File: config.mk
export PLATFORM = sky130hd
export DESIGN_NAME = demux_rr_sched
export DESIGN_NICKNAME = d
export VERILOG_FILES = /design/src/rtl/demux_sched_pkg.sv /design/src/rtl/demux_rr_sched_pick.sv /design/src/rtl/demux_rr_sched.sv
export SDC_FILE = /design/constraint.sdc
export NUM_CORES = 1
export LEC_CHECK = 0
export ABC_AREA = 1
export CAP_MARGIN = 10
export CELL_PAD_IN_SITES_DETAIL_PLACEMENT = 1
export CELL_PAD_IN_SITES_GLOBAL_PLACEMENT = 2
export CORE_ASPECT_RATIO = 1.4
export CORE_UTILIZATION = 29
export DETAILED_ROUTE_END_ITERATION = 8
export PLACE_DENSITY = 0.95
export SLEW_MARGIN = 20
export SYNTH_ARGS = -nofsm -noshare
export SYNTH_HDL_FRONTEND = slang
export SYNTH_HIERARCHICAL = 1
export SYNTH_SLANG_ARGS = --single-unit
File: constraint.sdc
create_clock -name clk -period 4.85 [get_ports clk]
set_input_delay 1.455 -clock clk [delete_from_list [all_inputs] [get_ports clk]]
set_output_delay 1.455 -clock clk [all_outputs]
set_load 0.005 [all_outputs]
File: src/rtl/demux_sched_pkg.sv
// demux_sched_pkg: shared state type, channel count and cyclic channel search for demux_rr_sched
package demux_sched_pkg;
  localparam int NCH = 4;
  typedef enum logic {EMPTY, FULL} state_t;
  typedef struct packed {
    logic [1:0] target;
    logic       skipped;
  } pick_t;
  // ptr wins when enabled; otherwise the nearest enabled channel after it (lowest offset wins)
  function automatic pick_t next_enabled(input logic [1:0] ptr, input logic [NCH-1:0] en);
    pick_t p;
    p = '{target: ptr, skipped: 1'b0};
    for (int k = NCH - 1; k >= 1; k--)
      if (en[ptr + 2'(k)]) p = '{target: ptr + 2'(k), skipped: 1'b1};
    if (en[ptr]) p = '{target: ptr, skipped: 1'b0};
    return p;
  endfunction
endpackage

File: src/rtl/demux_rr_sched_pick.sv
// rr_pick4: combinational cyclic first-enabled channel search
//   ptr     in  starting channel
//   en      in  per-channel enable
//   target  out chosen channel
//   skipped out ptr was disabled and a later channel was chosen
module rr_pick4 import demux_sched_pkg::*; (
  input  logic [1:0]     ptr,
  input  logic [NCH-1:0] en,
  output logic [1:0]     target,
  output logic           skipped
);
  pick_t p;
  assign p       = next_enabled(ptr, en);
  assign target  = p.target;
  assign skipped = p.skipped;
endmodule

File: src/rtl/demux_rr_sched.sv
// demux_rr_sched: one-word buffered 1-to-4 demux scheduler rotating across enabled channels in bursts
//   clk, rst (async, active-high); in_valid/in_ready/in_data: producer stream; en: channel enables
//   out_valid/out_ready: per-channel handshake; out_data: held word; sel: demux select; busy: word held
//   stat_cnt: per-channel delivered-word counters, present only when DEMUX_SCHED_STATS_EN is defined
module demux_rr_sched import demux_sched_pkg::*; #(
  parameter int DW    = 8,
  parameter int BURST = 4,
  parameter int CNT_W = 16
) (
  input  logic           clk,
  input  logic           rst,
  input  logic           in_valid,
  output logic           in_ready,
  input  logic [DW-1:0]  in_data,
  input  logic [NCH-1:0] en,
  output logic [NCH-1:0] out_valid,
  input  logic [NCH-1:0] out_ready,
  output logic [DW-1:0]  out_data,
  output logic [1:0]     sel,
  output logic           busy
`ifdef DEMUX_SCHED_STATS_EN
  , output logic [NCH*CNT_W-1:0] stat_cnt
`endif
);
  state_t        state;
  logic [DW-1:0] buf_r;
  logic [1:0]    ptr, ptr_n, target;
  logic [7:0]    bcnt, bcnt_n;
  logic          xfer, accept, skipped, last;
  assign xfer   = state == FULL && out_ready[sel];
  assign last   = bcnt == 8'(BURST - 1);
  // pointer follows the delivered word's channel, advancing after the burst's last word
  assign ptr_n  = !xfer ? ptr : last ? sel + 2'd1 : sel;
  assign bcnt_n = !xfer ? bcnt : last ? 8'd0 : bcnt + 8'd1;
  rr_pick4 u_pick (.ptr(ptr_n), .en(en), .target(target), .skipped(skipped));
  assign in_ready  = |en && (state == EMPTY || xfer);
  assign accept    = in_valid && in_ready;
  assign out_valid = state == FULL ? 4'b0001 << sel : 4'b0000;
  assign out_data  = buf_r;
  assign busy      = state == FULL;
  always_ff @(posedge clk or posedge rst)
    if (rst) begin
      state <= EMPTY;
      ptr   <= '0;
      bcnt  <= '0;
      sel   <= '0;
      buf_r <= '0;
    end else begin
      ptr  <= ptr_n;
      bcnt <= accept && skipped ? 8'd0 : bcnt_n;
      if (accept) begin
        buf_r <= in_data;
        sel   <= target;
        state <= FULL;
      end else if (xfer) state <= EMPTY;
    end
`ifdef DEMUX_SCHED_STATS_EN
  logic [CNT_W-1:0] cnt [NCH];
  always_ff @(posedge clk or posedge rst)
    if (rst) for (int k = 0; k < NCH; k++) cnt[k] <= '0;
    else if (xfer) cnt[sel] <= cnt[sel] + CNT_W'(1);
  for (genvar i = 0; i < NCH; i++) begin : g_stat
    assign stat_cnt[i*CNT_W +: CNT_W] = cnt[i];
  end
`endif
endmodule

==> impl_metrics.py, run 1 <==
metrics = {
    "power_and_ir_drop": {
        "power_density_mw_per_mm2": 564,
        "power_leakage_uw": 0.00108,
        "finalPower_uw": 1100,
        "worst_ir_drop_vdd_uv": 252,
    },
    "logic_synthesis": {
        "synth.distinct_cells": 20,
        "postSynthNetCount": 245,
        "syn-cell-area_mm2": 0.00151,
        "ys_warn_count": 6,
        "muxShareOfSynthArea_pct": 0,
        "synthesis.instances": 221,
        "synth-seq-area-share_pct": 34.8,
        "synth_simple_gate_area_share_pct": 42.9,
        "synth_xor_xnor_area_share_pct": 2.32,
        "dominant_combinational_cell_family_by_area_after_synthesis": "simple AND/OR/NAND/NOR gates",
        "postSynthRegisterBits": 21,
        "synth_compound_gate_area_share_pct": 3.57,
        "synth_area_per_cell_um2": 6.83,
        "synth_fa_ha_area_share_pct": 4.15,
    },
    "sta": {
        "final.setup.tns_ns": 0,
        "unrepaired_setup_endpoints_after_global_routing": "no",
        "worst-slew-pin-transition_ns": 0.780,
        "final_min_period_over_clock_period_pct": 89.8,
        "setup-violations-final": 0,
        "report.final.hold_viol_count": 0,
        "fin_hold_ws_ns": 0.484,
        "max_clock_freq_mhz": 230,
        "slew_viol_final": 0,
        "timing.final.crit_period_ns": 4.35,
        "fin_skew_ns": 0.00208,
        "timing.max_slew.rel_slack_pct": 48.0,
    },
    "route": {
        "dr_total_vias": 1427,
        "number_of_detailed_route_iterations_in_the_first_pass": 4,
        "detail_route.iter0.violations": 33,
        "route.detailed.wl_per_inst_um": 11.8,
        "wirelength_mm": 3.78,
        "drcViolationCount": 0,
        "postRouteAntennaNets": 0,
        "routed_via_density": 4.46,
    },
    "final_layout": {
        "layout.cells.most_common_list": "sky130_fd_sc_hd__nand2_1, sky130_fd_sc_hd__clkdlybuf4s50_1, sky130_fd_sc_hd__inv_1, sky130_fd_sc_hd__dfrtp_1, sky130_fd_sc_hd__nand3_1",
        "area.sequential_um2": 526,
        "multi_input_gate_area_um2": 798,
        "drive_above_1_share_pct": 12.1,
        "final_nets": 281,
        "layout.cells.most_common": "sky130_fd_sc_hd__nand2_1",
        "fill_cells": 642,
        "finish.cell_count_without_fillers": 320,
        "syn_to_final_growth_pct": 28.8,
        "post-route-cell-area_mm2": 0.00194,
        "antenna_cells": 0,
    },
    "floorplanning": {
        "initial_utilization_pct": 30.7,
        "std_cell_rows": 30,
        "design.portCount": 35,
        "die_extent_in_x_um": 63.0,
        "die_height_um": 87.4,
        "core_mm2": 0.00492,
        "die_area_mm2": 0.00550,
    },
    "place": {
        "postPlaceCellArea_mm2": 0.00190,
        "dp.final_hpwl_mm": 2.99,
        "gp_routability_congestion": 0.798,
        "port-buffer-count": 34,
        "placed_cells_incl_taps": 316,
    },
    "setup_path": {
        "critPathMostFrequentCell": "sky130_fd_sc_hd__clkdlybuf4s50_1",
        "crit_path_top_delay_cell": "sky130_fd_sc_hd__clkdlybuf4s50_1",
        "timing.critical_path.cells": "clkdlybuf4s50_1 > nor2_1 > nand2_1 > a21boi_4 > clkdlybuf4s50_1",
        "worst_r2r_path_depth": 17,
        "worstSetupEndpointType": "output port",
        "worst-setup-path-type": "in2out",
        "worstSetupPathDepth": 5,
        "path_max_fanout": 3,
        "cp_top_family": "buffers and inverters",
        "critPathMaxStageDelay_ns": 0.52,
        "start_kind": "primary input",
        "worst-path-buf-inv": 2,
        "critPathArrivalTime_ns": 2.90,
        "worst-endpoint-required_ns": 3.39,
    },
    "clocking": {
        "cell_chosen_for_the_clock_root": "sky130_fd_sc_hd__clkbuf_8",
        "h-tree-depth": 1,
        "tritoncts_clock_tree": "yes",
        "postCtsSetupBuffers": 0,
        "clk_transition_reported_paths_ns": 0.07,
        "postCtsHoldBufs": 0,
        "post_cts_resized": 0,
        "worst_skew_pair_latency_ns": 0.26,
        "max-clock-path-buffers": 2,
        "tritoncts.num_buffers": 3,
        "cts_sinks": 21,
    },
    "job": {
        "max_cap_violations": 0,
    },
    "global_routing": {
        "grt_start_max_net_pins": 22,
        "initial_antenna_violation_count": 0,
        "grt_first_pass_wirelength_mm": 6.67,
        "number_of_global_route_vias_before_repair": 1468,
        "grt.overflow.total": 0,
        "grt_util_all_layers_pct": 15.3,
    },
    "min_path": {
        "min_path_type": "reg2reg",
        "hold_path_depth": 2,
    },
    "status": {
        "outcome": "complete, no violations",
    },
}
-- cell families after synthesis --
group                    after synthesis
AO/OA/AOI/OAI                          8
XOR/XNOR                               4
adder cells (fa/ha/maj)                5
buffers and inverters                 39
flip-flops                            21
AND/OR/NAND/NOR                      144
-- worst reg2reg max path: stages, from the launching register on --
cell and delay [ns]:
sky130_fd_sc_hd__dfrtp_1 0.49, sky130_fd_sc_hd__inv_2 0.16, sky130_fd_sc_hd__nand2_2 0.06, sky130_fd_sc_hd__nand3_2 0.10, sky130_fd_sc_hd__nand3_2 0.26, sky130_fd_sc_hd__o21ai_0 0.25, sky130_fd_sc_hd__buf_4 0.22, sky130_fd_sc_hd__nand2_1 0.08
sky130_fd_sc_hd__nand2_2 0.09, sky130_fd_sc_hd__nand2_1 0.08, sky130_fd_sc_hd__nand2_1 0.08, sky130_fd_sc_hd__inv_2 0.04, sky130_fd_sc_hd__nand2_2 0.08, sky130_fd_sc_hd__nor2_1 0.04, sky130_fd_sc_hd__nor2_1 0.11, sky130_fd_sc_hd__nand4_2 0.24
sky130_fd_sc_hd__nand2_1 0.16, sky130_fd_sc_hd__inv_1 0.05
-- cells in the mapped netlist --
library cell / n / share of area (%)
sky130_fd_sc_hd__nand4_1: 2 / 0.83
sky130_fd_sc_hd__nand2_2: 14 / 5.8
sky130_fd_sc_hd__a21boi_4: 1 / 1.2
sky130_fd_sc_hd__nand3_1: 20 / 6.6
sky130_fd_sc_hd__o21ai_1: 2 / 0.66
sky130_fd_sc_hd__nand3_2: 4 / 2.7
sky130_fd_sc_hd__nor2_1: 14 / 3.5
sky130_fd_sc_hd__ha_1: 5 / 4.1
sky130_fd_sc_hd__nand2_1: 88 / 22
sky130_fd_sc_hd__buf_2: 1 / 0.33
sky130_fd_sc_hd__buf_6: 4 / 3.0
sky130_fd_sc_hd__inv_1: 29 / 7.2
sky130_fd_sc_hd__dfrtp_1: 21 / 35
sky130_fd_sc_hd__xor2_1: 4 / 2.3
sky130_fd_sc_hd__nand4_2: 1 / 0.83
sky130_fd_sc_hd__inv_8: 1 / 0.75
sky130_fd_sc_hd__clkbuf_1: 1 / 0.25
sky130_fd_sc_hd__nand2_4: 1 / 0.75
sky130_fd_sc_hd__inv_2: 3 / 0.75
sky130_fd_sc_hd__o21ai_0: 5 / 1.7
-- final cells by class --
type | count | area share, %
repair buffers | 37 | 18.7
inverters | 33 | 6.76
flip-flops and latches | 21 | 27.0
well taps | 64 | 4.12
clock buffers | 4 | 2.32
multi-input cells | 161 | 41.1
-- layer usage --
layer | track usage [%] | vias to the layer above | part of all wire (%)
met3 | 1.57 | 4 | 2.0
met2 | 31.0 | 18 | 59
li1 | - | 734 | -
met1 | 16.2 | 671 | 38
met4 | 4.44 | 0 | 0.90
met5 | 0 | - | 0
-- power by group --
| group | leakage (µW) | total [µW] | internal, µW | switching, µW |
|---|---|---|---|---|
| combinational | 0.000788 | 688 | 293 | 395 |
| sequential | 0.000271 | 296 | 234 | 61.7 |
| clock | 0.0000228 | 113 | 58.5 | 54.2 |
| total | 0.00108 | 1100 | 586 | 510 |
-- final timing paths --
path                       slack (ns)   startpoint     endpoint
hold / removal                   0.48  out_data[1]  out_data[1]
setup / recovery                 0.50        en[3]     in_ready
max in group asynchronous        2.73          rst      bcnt[0]
setup reg to reg                 2.14       sel[0]      bcnt[1]
hold reg to reg                  0.48  out_data[1]  out_data[1]
min in group asynchronous        1.64          rst      bcnt[1]
-- registers in the layout (all words and copies together), names as in the netlist --
| signal | count |
|---|---|
| bcnt | 8 |
| busy | 1 |
| out_data | 8 |
| ptr | 2 |
| sel | 2 |
-- through the flow --
step	utilization, %	setup slack (ns)
after floorplan	-	1.42
after global placement	38.6	0.514
after detailed placement	38.6	0.484
after CTS	39.5	0.482
after global routing	39.5	0.440
final	39.5	0.496
No activity file was read; power rests on OpenSTA's default activity.
==> run 2, diff against run 1 <==
Settings changed: GPL_ROUTABILITY_DRIVEN from default to 0, PLACE_DENSITY 0.95 to default, PLACE_DENSITY_LB_ADDON from default to 0.1.
==> run 2 against run 1 <==
Critical endpoint unchanged. First-iteration DRC count is 3.0% lower. Total power grew 0.40%. Critical path depth stayed put. Combinational power barely moved. Hold slack worse by 0.0098 ns. Count of clock-buffer cells in the layout down 1. Sequential share of layout area hardly changed. Highest routed layer unchanged. Cell count did not move. Via count decreased by 0.42%. Setup slack gained 0.044 ns. Clock skew rose by 0.0083 ns. Non-clock buffer count unchanged.
==> impl_metrics.py, run 2 (synthesis gave the netlist of run 1 again) <==
metrics = {
    "status": {
        "outcome": "complete, no violations",
    },
    "setup_path": {
        "worst-endpoint-required_ns": 3.39,
        "timing.critical_path.cells": "clkdlybuf4s50_1 > nor2_1 > nand2_1 > a21boi_4 > clkdlybuf4s50_1",
        "crit_path_top_delay_cell": "sky130_fd_sc_hd__clkdlybuf4s50_1",
        "critPathArrivalTime_ns": 2.86,
        "start_kind": "primary input",
        "critPathMaxStageDelay_ns": 0.52,
        "critPathMostFrequentCell": "sky130_fd_sc_hd__clkdlybuf4s50_1",
        "worstSetupEndpointType": "output port",
        "path_max_fanout": 3,
        "worst-setup-path-type": "in2out",
    },
    "final_layout": {
        "fill_cells": 638,
        "layout.cells.most_common": "sky130_fd_sc_hd__nand2_1",
        "drive_above_1_share_pct": 12.5,
        "syn_to_final_growth_pct": 28.9,
        "layout.cells.most_common_list": "sky130_fd_sc_hd__nand2_1, sky130_fd_sc_hd__clkdlybuf4s50_1, sky130_fd_sc_hd__inv_1, sky130_fd_sc_hd__dfrtp_1, sky130_fd_sc_hd__nand3_1",
        "final_nets": 281,
        "finish.cell_count_without_fillers": 320,
        "post-route-cell-area_mm2": 0.00194,
        "antenna_cells": 0,
    },
    "sta": {
        "report.final.hold_viol_count": 0,
        "unrepaired_setup_endpoints_after_global_routing": "no",
        "max_clock_freq_mhz": 232,
        "final_critical_path_setup_slack_ns": 0.539,
        "timing.max_slew.rel_slack_pct": 45.8,
        "slew_viol_final": 0,
        "final.setup.tns_ns": 0,
        "worst-slew-pin-transition_ns": 0.812,
        "fin_skew_ns": 0.0104,
        "setup-violations-final": 0,
        "final_min_period_over_clock_period_pct": 88.9,
        "timing.final.crit_period_ns": 4.31,
    },
    "min_path": {
        "min_path_type": "reg2reg",
    },
    "global_routing": {
        "grt_util_all_layers_pct": 16.2,
        "initial_antenna_violation_count": 0,
        "grt_start_max_net_pins": 22,
        "grt_first_pass_wirelength_mm": 6.93,
        "grt.overflow.total": 0,
        "number_of_global_route_vias_before_repair": 1499,
    },
    "clocking": {
        "postCtsHoldBufs": 0,
        "post_cts_resized": 0,
        "postCtsSetupBuffers": 0,
        "cell_chosen_for_the_clock_root": "sky130_fd_sc_hd__clkbuf_8",
        "clk_transition_reported_paths_ns": 0.09,
        "tritoncts.num_buffers": 3,
        "cts_sinks": 21,
        "worst_skew_pair_latency_ns": 0.27,
        "tritoncts_clock_tree": "yes",
        "h-tree-depth": 1,
        "max-clock-path-buffers": 2,
    },
    "place": {
        "postPlaceCellArea_mm2": 0.00190,
        "placed_cells_incl_taps": 316,
        "pre_cts_ws_ns": 0.510,
        "port-buffer-count": 34,
        "dp.final_hpwl_mm": 3.09,
    },
    "route": {
        "wirelength_mm": 3.88,
        "detail_route.iter0.violations": 32,
        "routed_via_density": 4.44,
        "dr_total_vias": 1421,
        "drcViolationCount": 0,
        "postRouteAntennaNets": 0,
        "route.detailed.wl_per_inst_um": 12.1,
        "number_of_detailed_route_iterations_in_the_first_pass": 4,
    },
    "floorplanning": {
        "die_area_mm2": 0.00550,
        "die_extent_in_x_um": 63.0,
        "std_cell_rows": 30,
        "design.portCount": 35,
        "die_height_um": 87.4,
        "initial_utilization_pct": 30.7,
        "core_mm2": 0.00492,
    },
    "job": {
        "max_cap_violations": 0,
    },
    "power_and_ir_drop": {
        "power_density_mw_per_mm2": 566,
        "finalPower_uw": 1100,
        "power_leakage_uw": 0.00108,
        "worst_ir_drop_vdd_uv": 225,
    },
}
==> run 2: changes by cell type in the layout (fill, tap and decap cells not counted) <==
cell,delta
sky130_fd_sc_hd__clkinv_2,+1
sky130_fd_sc_hd__clkbuf_1,-1
==> run 2: path summary, 6_finish.rpt <==
kind | startpoint | endpoint | slack, ns | cells past startpoint
max in group asynchronous | rst | ptr[1] | 2.69 | 2
setup / recovery | en[3] | in_ready | 0.54 | 5
hold reg to reg | out_data[4] | out_data[4] | 0.47 | 2
min in group asynchronous | rst | out_data[3] | 1.64 | 2
setup reg to reg | sel[0] | bcnt[6] | 2.08 | 17
hold / removal | out_data[4] | out_data[4] | 0.47 | 2
==> run 2: per-stage QoR <==
| step | utilization, % | hold WS [ns] |
|---|---|---|
| after floorplan | - | 0.464 |
| after global placement | 38.6 | 0.453 |
| after detailed placement | 38.6 | 0.459 |
| after CTS | 39.5 | 0.480 |
| after global routing | 39.5 | 0.511 |
| final | 39.5 | 0.475 |
==> run 2: final cells by class <==
cell class | count | area (µm²) | share of cell area [%]
Timing Repair Buffer | 37 | 363 | 18.7
Inverter | 33 | 131 | 6.76
Clock inverter | 1 | 5.00 | 0.257
Clock buffer | 3 | 41.3 | 2.12
Multi-Input combinational cell | 161 | 798 | 41.1
Tap cell | 64 | 80.1 | 4.12
Sequential cell | 21 | 526 | 27.0
==> run 2: critical path: cells and delay by family <==
family | cells | cell delay [ns]
AOI/OAI and AO/OA | 1 | 0.21
buffers and inverters | 2 | 1.03
and+or+nand+nor | 2 | 0.16
==> run 2: layer usage <==
layer | vias up | part of all wire (%) | track usage, % | routed length, µm
li1 | 738 | - | - | -
met1 | 667 | 41 | 18.5 | 1600
met2 | 11 | 56 | 31.1 | 2180
met3 | 5 | 1.3 | 1.18 | 50
met4 | 0 | 1.4 | 5.71 | 55
met5 | - | 0 | 0 | 0
==> run 2: report_power, final <==
group | internal [µW] | total [µW] | switching [µW]
sequential | 234 | 295 | 61.5
clock | 57.4 | 120 | 62.2
combinational | 294 | 685 | 392
total | 585 | 1100 | 516
==> run 3, diff against run 2 <==
Settings changed: CORE_MARGIN from default to 1.5, CTS_BUF_LIST from default to sky130_fd_sc_hd__clkbuf_16, GPL_ROUTABILITY_DRIVEN 0 to 1.
==> run 3 against run 2 <==
Clock power rose by 44%. Setup slack worse by 0.0095 ns. Routed wire length down 0.28%. Highest routed layer unchanged. Clock skew down 0.0083 ns. Cell count unchanged.
==> impl_metrics.py, run 3 (synthesis gave the netlist of run 1 again) <==
metrics = {
    "final_layout": {
        "layout.cells.most_common": "sky130_fd_sc_hd__nand2_1",
        "multi_input_gate_area_um2": 798,
        "final_nets": 281,
        "post-route-cell-area_mm2": 0.00198,
        "drive_above_1_share_pct": 12.1,
        "fill_cells": 649,
        "antenna_cells": 0,
        "area.sequential_um2": 526,
        "syn_to_final_growth_pct": 31.0,
        "utilization_pct": 40.2,
        "layout.cells.most_common_list": "sky130_fd_sc_hd__nand2_1, sky130_fd_sc_hd__clkdlybuf4s50_1, sky130_fd_sc_hd__inv_1, sky130_fd_sc_hd__dfrtp_1, sky130_fd_sc_hd__nand3_1",
    },
    "floorplanning": {
        "die_extent_in_x_um": 64.0,
        "die_area_mm2": 0.00565,
        "std_cell_rows": 30,
        "initial_utilization_pct": 30.7,
        "die_height_um": 88.4,
        "design.portCount": 35,
        "core_mm2": 0.00492,
    },
    "route": {
        "wirelength_mm": 3.87,
        "route.detailed.wl_per_inst_um": 12.1,
        "dr_total_vias": 1430,
        "routed_via_density": 4.47,
        "detail_route.iter0.violations": 6,
        "drcViolationCount": 0,
        "postRouteAntennaNets": 0,
        "number_of_detailed_route_iterations_in_the_first_pass": 4,
    },
    "clocking": {
        "postCtsHoldBufs": 0,
        "max-clock-path-buffers": 2,
        "cts_sinks": 21,
        "worst_skew_pair_latency_ns": 0.25,
        "tritoncts.num_buffers": 3,
        "tritoncts_clock_tree": "yes",
        "cell_chosen_for_the_clock_root": "sky130_fd_sc_hd__clkbuf_16",
        "clk_transition_reported_paths_ns": 0.06,
        "post_cts_resized": 0,
        "postCtsSetupBuffers": 0,
        "h-tree-depth": 1,
    },
    "place": {
        "gp_routability_congestion": 0.736,
        "postPlaceCellArea_mm2": 0.00190,
        "port-buffer-count": 34,
        "dp.final_hpwl_mm": 3.04,
    },
    "status": {
        "outcome": "complete, no violations",
    },
    "power_and_ir_drop": {
        "p_switching_uw": 513,
        "worst_ir_drop_vdd_uv": 223,
        "power.clock.fraction_pct": 15.0,
        "power_density_mw_per_mm2": 582,
        "pwr-share-comb_pct": 59.5,
        "finalPower_uw": 1150,
        "cell_int_power_uw": 638,
        "power.share.sequential_pct": 25.5,
        "power_leakage_uw": 0.00110,
        "power.share.switching_pct": 44.6,
    },
    "setup_path": {
        "crit_path_top_delay_cell": "sky130_fd_sc_hd__clkdlybuf4s50_1",
        "start_kind": "primary input",
        "worst-setup-path-type": "in2out",
        "cp_top_family": "buffers and inverters",
        "path_max_fanout": 3,
        "worst-path-buf-inv": 2,
        "critPathMaxStageDelay_ns": 0.53,
        "critPathArrivalTime_ns": 2.87,
        "worstSetupEndpointType": "output port",
        "worst-endpoint-required_ns": 3.39,
        "timing.critical_path.cells": "clkdlybuf4s50_1 > nor2_1 > nand2_1 > a21boi_4 > clkdlybuf4s50_1",
        "critPathMostFrequentCell": "sky130_fd_sc_hd__clkdlybuf4s50_1",
    },
    "sta": {
        "setup-violations-final": 0,
        "fin_skew_ns": 0.00216,
        "unrepaired_setup_endpoints_after_global_routing": "no",
        "report.final.hold_viol_count": 0,
        "timing.final.crit_period_ns": 4.32,
        "worst-slew-pin-transition_ns": 0.814,
        "max_clock_freq_mhz": 231,
        "slew_viol_final": 0,
        "final.setup.tns_ns": 0,
        "timing.max_slew.rel_slack_pct": 45.7,
        "final_min_period_over_clock_period_pct": 89.1,
    },
    "global_routing": {
        "number_of_global_route_vias_before_repair": 1452,
        "grt_start_max_net_pins": 22,
        "grt.overflow.total": 0,
        "grt_util_all_layers_pct": 15.1,
        "grt_first_pass_wirelength_mm": 6.73,
        "initial_antenna_violation_count": 0,
    },
    "job": {
        "max_cap_violations": 0,
    },
    "min_path": {
        "min_path_type": "reg2reg",
    },
}
## run 3: cell count changes in the layout (fill, tap and decap cells not counted), sizes merged
| cell | before | now |
|---|---|---|
| inv | 33 | 34 |
| clkinv | 1 | 0 |
## run 3: worst min-delay path: cells and delay by family, from the launching register on
family           cells  cell delay [ns]
AND/OR/NAND/NOR      2             0.10
flip-flops           1             0.34
## run 3: path summary, 6_finish.rpt
path	start	to	slack, ns	cells past startpoint
max reg2reg	sel[0]	bcnt[0]	2.08	17
min	out_data[2]	out_data[2]	0.47	2
max in group asynchronous	rst	ptr[1]	2.68	2
min in group asynchronous	rst	bcnt[7]	1.67	2
max	en[1]	in_ready	0.53	5
min reg2reg	out_data[2]	out_data[2]	0.47	2
## run 3: through the flow
| stage | hold slack, ns | cells | setup WS [ns] |
|---|---|---|---|
| 2_1_floorplan | 0.464 | 221 | 1.42 |
| 3_5_place_dp | 0.463 | 316 | 0.507 |
| 5_1_grt | 0.502 | 320 | 0.434 |
| 4_1_cts | 0.476 | 320 | 0.497 |
| 3_3_place_gp | 0.455 | 316 | 0.516 |
| 6_report | 0.470 | 320 | 0.530 |
## run 3: layout make-up
| type | count | area share, % |
|---|---|---|
| clock inverter | 1 | 0.190 |
| multi-input combinational | 161 | 40.4 |
| timing repair buffer | 37 | 18.4 |
| clock buffer | 3 | 3.80 |
| inverter | 33 | 6.65 |
| tap | 64 | 4.05 |
| sequential | 21 | 26.6 |
## run 3: power groups by stage
stage,Clock (µW),Sequential [µW],Combinational [µW]
2_1_floorplan,0,279,481
3_5_place_dp,0,300,700
5_1_grt,186,304,788
4_1_cts,178,297,703
6_report,173,294,685
3_3_place_gp,0,299,700
## run 3: routing by layer
layer  vias up  track usage [%]  part of all wire (%)
met1       677             17.4                    42
li1        738                -                     -
met3         4             2.54                   1.8
met2        11             29.3                    56
met5         -                0                     0
met4         0             2.37                  0.54
